==> config.mk <==
export PLATFORM = sky130hd
export DESIGN_NAME = pipeline_ctrl
export DESIGN_NICKNAME = d
export VERILOG_FILES = /design/src/rtl/pipeline_ctrl_pkg.sv /design/src/rtl/sat_counter.sv /design/src/rtl/pipeline_ctrl.sv
export SDC_FILE = /design/constraint.sdc
export NUM_CORES = 1
export LEC_CHECK = 0
export CAP_MARGIN = 20
export CORE_MARGIN = 5
export CORE_UTILIZATION = 41
export CTS_CLUSTER_SIZE = 25
export DETAILED_ROUTE_END_ITERATION = 7
export PLACE_DENSITY = 0.7
export SYNTH_ARGS = -nofsm -noshare
export SYNTH_HDL_FRONTEND = slang
export SYNTH_SLANG_ARGS = --single-unit
export TNS_END_PERCENT = 30
==> constraint.sdc <==
create_clock -name clk -period 2.9 [get_ports clk]
set_input_delay 0.29 -clock clk [delete_from_list [all_inputs] [get_ports clk]]
set_output_delay 0.29 -clock clk [all_outputs]
set_load 0.005 [all_outputs]
==> src/rtl/pipeline_ctrl_pkg.sv <==
// Shared types and defaults for the pipeline sequencing controller.
package pipeline_ctrl_pkg;

  localparam int unsigned REG_ADDR_W_DEF = 5;
  localparam int unsigned CNT_W_DEF      = 32;

  typedef enum logic [1:0] {
    ST_RUN      = 2'd0,
    ST_MEM_WAIT = 2'd1,
    ST_HALT     = 2'd2
  } state_t;

  // Per-cycle stage-register control vector, MSB first.
  typedef struct packed {
    logic pc_en;
    logic if_id_en;
    logic id_ex_en;
    logic ex_mem_en;
    logic mem_wb_en;
    logic if_id_flush;
    logic id_ex_bubble;
    logic mem_wb_bubble;
  } ctrl_t;

  localparam ctrl_t CTRL_OFF = '0;

  // Control for one advance cycle; mem_wait already includes whether the
  // memory-wait rule is honoured this cycle.
  function automatic ctrl_t advance_ctrl(input logic mem_wait,
                                         input logic branch,
                                         input logic load_use);
    ctrl_t c;
    c = CTRL_OFF;
    if (mem_wait) begin
      c.mem_wb_en     = 1'b1;
      c.mem_wb_bubble = 1'b1;
    end else begin
      c.pc_en     = 1'b1;
      c.if_id_en  = 1'b1;
      c.id_ex_en  = 1'b1;
      c.ex_mem_en = 1'b1;
      c.mem_wb_en = 1'b1;
      if (branch) begin
        c.if_id_flush  = 1'b1;
        c.id_ex_bubble = 1'b1;
      end else if (load_use) begin
        c.pc_en        = 1'b0;
        c.if_id_en     = 1'b0;
        c.id_ex_bubble = 1'b1;
      end
    end
    return c;
  endfunction

endpackage

==> src/rtl/sat_counter.sv <==
// Saturating event counter with asynchronous active-high clear.
module sat_counter #(
  parameter int unsigned CNT_W = 32
) (
  input  logic             clk,
  input  logic             arst,
  input  logic             inc,
  output logic [CNT_W-1:0] count
);

  // Count up on inc, hold at all-ones.
  always_ff @(posedge clk or posedge arst) begin
    if (arst) begin
      count <= '0;
    end else if (inc && (count != '1)) begin
      count <= count + CNT_W'(1);
    end
  end

endmodule

==> src/rtl/pipeline_ctrl.sv <==
// Pipeline sequencing controller: hazard stalls, branch flushes,
// data-memory waits and debug halt/step, plus stall/flush counters.
module pipeline_ctrl
  import pipeline_ctrl_pkg::*;
#(
  parameter int unsigned REG_ADDR_W = REG_ADDR_W_DEF,
  parameter int unsigned CNT_W      = CNT_W_DEF
) (
  input  logic                  clk,
  input  logic                  arst,
  input  logic                  halt_req,
  input  logic                  step_req,
  input  logic                  id_ex_memread,
  input  logic [REG_ADDR_W-1:0] id_ex_rd,
  input  logic [REG_ADDR_W-1:0] if_id_rs1,
  input  logic [REG_ADDR_W-1:0] if_id_rs2,
  input  logic                  branch_taken,
  input  logic                  dmem_req,
  input  logic                  dmem_ready,
  output logic                  pc_en,
  output logic                  if_id_en,
  output logic                  id_ex_en,
  output logic                  ex_mem_en,
  output logic                  mem_wb_en,
  output logic                  if_id_flush,
  output logic                  id_ex_bubble,
  output logic                  mem_wb_bubble,
  output logic                  halted,
  output logic [CNT_W-1:0]      stall_cnt,
  output logic [CNT_W-1:0]      flush_cnt
);

  state_t state_q, state_d;
  logic   ret_halt_q, ret_halt_d;
  ctrl_t  ctrl_c;
  logic   halted_c;
  logic   load_use_c;
  logic   mem_wait_c;
  logic   stall_inc_c;

  assign load_use_c = id_ex_memread && (id_ex_rd != '0) &&
                      ((id_ex_rd == if_id_rs1) || (id_ex_rd == if_id_rs2));
  assign mem_wait_c = dmem_req && !dmem_ready;

  // State and MEM_WAIT return target.
  always_ff @(posedge clk or posedge arst) begin
    if (arst) begin
      state_q    <= ST_RUN;
      ret_halt_q <= 1'b0;
    end else begin
      state_q    <= state_d;
      ret_halt_q <= ret_halt_d;
    end
  end

  // Next state and same-cycle stage control.
  always_comb begin
    ctrl_c     = CTRL_OFF;
    halted_c   = 1'b0;
    state_d    = state_q;
    ret_halt_d = ret_halt_q;
    unique case (state_q)
      ST_RUN: begin
        ctrl_c     = advance_ctrl(mem_wait_c, branch_taken, load_use_c);
        ret_halt_d = 1'b0;
        if (mem_wait_c)    state_d = ST_MEM_WAIT;
        else if (halt_req) state_d = ST_HALT;
      end
      ST_MEM_WAIT: begin
        if (!dmem_ready) begin
          ctrl_c = advance_ctrl(1'b1, 1'b0, 1'b0);
        end else begin
          // Release cycle: the wait is over, so only branch/load-use apply.
          ctrl_c     = advance_ctrl(1'b0, branch_taken, load_use_c);
          state_d    = ret_halt_q ? ST_HALT : ST_RUN;
          ret_halt_d = 1'b0;
        end
      end
      ST_HALT: begin
        halted_c = 1'b1;
        if (step_req) begin
          ctrl_c = advance_ctrl(mem_wait_c, branch_taken, load_use_c);
          if (mem_wait_c) begin
            ret_halt_d = 1'b1;
            state_d    = ST_MEM_WAIT;
          end
        end else if (!halt_req) begin
          state_d = ST_RUN;
        end
      end
      default: begin
        state_d    = ST_RUN;
        ret_halt_d = 1'b0;
      end
    endcase
    if (arst) begin
      ctrl_c   = CTRL_OFF;
      halted_c = 1'b0;
    end
  end

  assign pc_en         = ctrl_c.pc_en;
  assign if_id_en      = ctrl_c.if_id_en;
  assign id_ex_en      = ctrl_c.id_ex_en;
  assign ex_mem_en     = ctrl_c.ex_mem_en;
  assign mem_wb_en     = ctrl_c.mem_wb_en;
  assign if_id_flush   = ctrl_c.if_id_flush;
  assign id_ex_bubble  = ctrl_c.id_ex_bubble;
  assign mem_wb_bubble = ctrl_c.mem_wb_bubble;
  assign halted        = halted_c;

  // A debug halt is not a stall; frozen cycles elsewhere are.
  assign stall_inc_c = !ctrl_c.pc_en && (state_q != ST_HALT);

  sat_counter #(.CNT_W(CNT_W)) u_stall_cnt (
    .clk   (clk),
    .arst  (arst),
    .inc   (stall_inc_c),
    .count (stall_cnt)
  );

  sat_counter #(.CNT_W(CNT_W)) u_flush_cnt (
    .clk   (clk),
    .arst  (arst),
    .inc   (ctrl_c.if_id_flush),
    .count (flush_cnt)
  );

endmodule
## Word-level counts from Yosys, hierarchy flattened

Index checks and enable logic that the tools add are counted.
W data, S select, Z words.

| word-level totals | value |
|---|---|
| bits in registers | 67 |
| input port bits | 23 |
| output and inout bits | 73 |

| cells by class | value |
|---|---|
| muxes and demuxes | 26 |
| eq/ne operators | 13 |
| reductions and logical operators | 13 |
| $add $sub $neg | 2 |

Operators with widths:

| cell | count |
|---|---|
| $add A32 B1 Y32 const B | 2 |
| $ne A32 B32 Y1 const B | 2 |
| $mux W8 | 3 |
| $pmux W8 S3 | 1 |
| $mux W2 | 10 |
| $eq A5 B5 Y1 | 2 |
| $mux W1 | 9 |
| $ne A3 B3 Y1 const B | 3 |
| $ne A2 B2 Y1 const B | 4 |
| $logic_and A1 B1 Y1 | 6 |
| $pmux W2 S3 | 1 |
| $reduce_bool A5 Y1 | 1 |
| $mux W4 | 1 |
| $reduce_and A4 Y1 | 1 |
| $reduce_and A3 Y1 | 1 |
| $eq A2 B1 Y1 const B | 1 |
| $eq A2 B2 Y1 const B | 1 |
| $logic_not A1 Y1 | 2 |
| $logic_not A2 Y1 | 1 |
| $pmux W1 S2 | 1 |
| $logic_or A1 B1 Y1 | 1 |

## Depth between registers and ports, before layout

| logic depth | value |
|---|---|
| depth after elaboration | 12 |
| depth in mapped cells | 8 |
| gate-level depth less buffers | 7 |

## Cells and area by module

From an unflattened synthesis, not the netlist that was laid out.

| second synthesis, totals | value |
|---|---|
| cells, all modules | 340 |
| area total of the unflattened synthesis | 3,599.7 um^2 |

By module, submodules not included:

| module | area each (um^2) | seq. area each (um^2) | instances | cells an instance |
|---|---|---|---|---|
| sat_counter at u_stall_cnt | 1,609.0 | 800.8 | 1 | 143 |
| sat_counter at u_flush_cnt | 1,561.5 | 800.8 | 1 | 139 |
| pipeline_ctrl | 429.2 | 75.1 | 1 | 58 |

## Worst setup path after synthesis

No wires, ideal clock.

| timing | value |
|---|---|
| path kind | reg-to-reg |
| start point | register state_q[0] |
| end point | register u_flush_cnt.count[29] |
| setup time | 0.124 ns |
| cell stages (with the launch flop) | 7 |
| setup slack | 0.713 ns |
| arrival | 2.063 ns |
| cells stage by stage | dfrtp_1 > o21ba_2 > a2111o_1 > or3_4 > nor4b_4 > nand4_1 > xnor2_1 |

| between the ends | value |
|---|---|
| longest elaborated chain between the ends | 4 |
| elaborated cells on any way between the ends | 6 |
| classes of those cells | eq/ne: 2; mux: 2; reduce/logical: 2 |

Ends and longest elaborated chain:

| what | RTL line | text |
|---|---|---|
| start: declaration | pipeline_ctrl.sv:33 | `state_t state_q, state_d;` |
| start signal: assignment | pipeline_ctrl.sv:51 | `state_q <= state_d;` |
| $eq A2 B2 Y1 (tied with other cells) | pipeline_ctrl.sv:62 | `unique case (state_q)` |
| $pmux W8 S3 (*) | pipeline_ctrl.sv:62 |  |
| $mux W8 (*) | pipeline_ctrl.sv:96 | `if (arst) begin` |
| $logic_and A1 B1 Y1 (*) | sat_counter.sv:15 | `end else if (inc && (count != '1)) begin` |
| end signal: assignment | sat_counter.sv:16 | `count <= count + CNT_W'(1);` |
| end: declaration | sat_counter.sv:8 | `output logic [CNT_W-1:0] count` |

Every way passes the cells marked *; elsewhere a longest branch is shown, timed or not.
A chain may end at the register's enable or synchronous reset.

## Worst setup path in the final report

| timing | value |
|---|---|
| start point | input port id_ex_rd[1] |
| end point | output port pc_en |

| between the ends | value |
|---|---|
| longest elaborated chain between the ends | 9 |
| elaborated cells on any way between the ends | 13 |
| classes of those cells | eq/ne: 2; mux: 7; reduce/logical: 4 |

Ends and longest elaborated chain:

| what | RTL line | text |
|---|---|---|
| start: declaration | pipeline_ctrl.sv:14 | `input logic [REG_ADDR_W-1:0] id_ex_rd,` |
| $eq A5 B5 Y1 or $reduce_bool A5 Y1 (tied branches) | pipeline_ctrl.sv:42, pipeline_ctrl.sv:41 |  |
| $logic_or A1 B1 Y1 or $logic_and A1 B1 Y1 (tied branches) | pipeline_ctrl.sv:42, pipeline_ctrl.sv:41 |  |
| $logic_and A1 B1 Y1 (*) | pipeline_ctrl.sv:41 | `assign load_use_c = id_ex_memread && (id_ex_rd != '0) &&` |
| $mux W2 (*) | pipeline_ctrl_pkg.sv:46 | `end else if (load_use) begin` |
| $mux W2 (*) | pipeline_ctrl_pkg.sv:43 | `if (branch) begin` |
| $mux W4 | pipeline_ctrl_pkg.sv:34 | `if (mem_wait) begin` |
| $mux W8 | pipeline_ctrl.sv:81 | `if (step_req) begin` |
| $pmux W8 S3 (*) | pipeline_ctrl.sv:62 |  |
| $mux W8 (*) | pipeline_ctrl.sv:96 |  |
| end: declaration | pipeline_ctrl.sv:20 | `output logic pc_en,` |

Marks and branches as above.

==> results.toml <==
[yosys]
synthXorXnorAreaFrac_pct = 18.5
ys_seq_area_share_pct = 49.1
synthAdderAreaFrac_pct = 0.733
yosys_register_bits = 67
yosys_warnings = 0
synth_cell_type_count = 45
postSynthAreaPerCell_sq_um = 10.3
synth_compound_area_share_pct = 5.17
synthCells = 332
synth_edf_count = 0
synth.top_cell.area_share_pct = 49.1
syn-cell-area_sq_um = 3410
ys_async_sr_fraction_pct = 100
yosys_most_used_dff = "dfrtp_1"
muxShareOfSynthArea_pct = 0.660
synth_top_cells_by_count = "dfrtp_1, xor2_1, nor2_1"
yosysMostFrequentCell = "dfrtp_1"
yosys.area.top_type = "dfrtp_1"
synth_area_leaders = "dfrtp_1, xor2_1, xnor2_1"
synth-simple-area-share_pct = 23.8
synth_nets = 357
synth_top_family_by_area = "simple AND/OR/NAND/NOR gates"

[layout]
multiInputGateArea_sq_um = 1670
register_area_sq_um = 1680
final-instance-count-excl-fill = 551
drive_gt1_share_pct = 8.07
area_delta_synth_final_pct = 40.3
fillers = 691
n_antenna_cell = 0
fin_nets = 466

[die]
die-area_sq_um = 10200
io_pins = 96
rows = 33
start_util_pct = 41.8
fp.dieW_um = 101
die_y_um = 101
coreArea_sq_um = 8180

[power]
swShare_pct = 27.2
p_per_area_nw_per_um2 = 549
pwr-share-comb_pct = 20.1
intPower_mw = 1.92
pwr-share-seq_pct = 43.2
p_switching_mw = 0.715
vdd.ir_drop.worst_mv = 0.359
power.leakage_nw = 2.12
power.share.clock_pct = 36.7

[timing]
hold_viol = 0
period_needed_ps = 2770
setup_violations = 0
drv_slew = 0
rsz0062_at_grt = "no"
fmax_ghz = 0.361
tightest_slew_ps = 636
timing.setup.tns_ps = 0
relSlewSlack_pct = 57.1
fin_crit_sh_pct = 95.4
fin_worst_skew_ps = 8.28

[route]
drc = 0
drt_iter0_drc = 86
vias_per_cell = 5.28
vias = 2909
wire_per_inst_um = 15.4
postRouteAntennaNets = 0
totalWireLength_mm = 8.49
dr.pass1.iters = 4

[cts]
root_buffer = "clkbuf_8"
cts_tree = "done"
cts_buffers = 9
ctsHoldBuffers = 0
cts.clk_slew.worst_paths_ps = 80
cts-resized-gates = 0
cts.sinks = 67
post_cts_buffers = 0
clock_latency_ps = 350
clockBufferDepth = 2
htree_levels = 3

[placed_design]
portBuffers = 95
dp_cells = 535
gp_congestion = 0.778
hpwl_mm = 6.43

[critical_path]
crit_chain = "clkdlybuf4s50_1 > or4_1 > o211a_1 > a21boi_0 > clkdlybuf4s50_1"
rr_worst_depth = 7
worstSetupPathType = "in2out"
critPathRequiredTime_ps = 2610
r2r_setup_slack_ps = 530
rr_startpoint = "u_stall_cnt.count[3]"
path_common_cell = "clkdlybuf4s50_1"
cp.arrival_ps = 2480
critical_path.endpoint_type = "primary output"
cp_max_fo = 3
cpMaxStageDelayCell = "or4_1"
cp-start-kind = "input pin"
crit_buf_inv = 2
cp_slowest_stage_delay_ps = 570
cpLargestDelayFamily = "buffers and inverters"
rr_endpoint = "u_stall_cnt.count[22]"

[global_route]
grt_pass1_vias = 2902
antenna_found_initial = 0
grt_start_max_net_pins = 26
grt_pass1_wl_mm = 14.3
grt.total_usage_pct = 17.4
grt_overflow = 0

[run_status]
status = "completed"

[job]
max_cap_violations = 0

[worst_hold_path]
min_path_type = "in2async"
[area by class of cell]
cell class | instances | share of cell area (%)
sequential | 67 | 35.0
multi-input combinational | 249 | 34.8
inverter | 11 | 0.862
clock buffer | 10 | 2.87
timing repair buffer | 103 | 21.4
tap | 105 | 2.74
clock inverter | 6 | 2.35
[layer usage]
layer | track usage, % | vias up | share of wire, %
met3 | 6.54 | 13 | 7.6
li1 | - | 1377 | -
met1 | 22.4 | 1419 | 43
met2 | 27.7 | 100 | 48
met5 | 0 | - | 0
met4 | 4.40 | 0 | 1.1
[logic make-up (layout without fill, tap and decap cells)]
kind of cell | count (synthesis) | in the layout
buf+inv | 16 | 130
flops | 67 | 67
mux | 2 | 2
compound gates | 21 | 21
simple gates | 152 | 152
xor+xnor | 72 | 72
fa+ha+maj | 2 | 2
[registers in the layout, indices dropped and copies added (netlist names)]
signal / count
u_flush_cnt.count: 32
u_stall_cnt.count: 32
state_q: 2
ret_halt_q: 1
[how the worst max path moves through the flow]
stage | from | endpoint | slack (ps) | cells after the start
2_1_floorplan | state_q[0] | u_flush_cnt.count[29] | 710 | 6
3_3_place_gp | id_ex_rd[1] | pc_en | 130 | 5
3_5_place_dp | id_ex_rd[1] | pc_en | 140 | 5
4_1_cts | id_ex_rd[1] | pc_en | 110 | 5
5_1_grt | id_ex_rd[1] | pc_en | 80 | 5
6_report | id_ex_rd[1] | pc_en | 130 | 5
[metrics by stage]
step                      power [mW]  instance area (sq um)  setup slack [ps]  hold WS (ps)  util [%]
after detailed placement        1.69                   4540               136           483      55.5
final                           2.63                   4790               133           426      58.6
after floorplan                 1.38                   3410               713           449         -
after global routing            2.77                   4790              76.7           475      58.6
after CTS                       2.67                   4790               114           428      58.6
after global placement          1.68                   4540               133           469      55.5
[power by group through the flow]
stage | Clock [mW] | Combinational (mW) | Sequential, mW
2_1_floorplan | 0 | 0.235 | 1.14
3_3_place_gp | 0 | 0.525 | 1.15
3_5_place_dp | 0 | 0.537 | 1.15
4_1_cts | 0.987 | 0.540 | 1.14
5_1_grt | 1.03 | 0.582 | 1.16
6_report | 0.964 | 0.529 | 1.14
[placed cells by master (no fill, tap or decap), types with 4 or more instances in the layout]
master,count
nand4_1,17
inv_1,10
clkbuf_8,10
xor2_1,38
nor3_1,13
and4_1,8
dfrtp_1,67
o21ai_0,4
buf_4,7
nor4_1,4
nand3_1,28
xnor2_1,34
clkdlybuf4s50_1,95
nand2_1,23
and3_1,6
nor2_1,36
(Power assumes the default switching activity.)
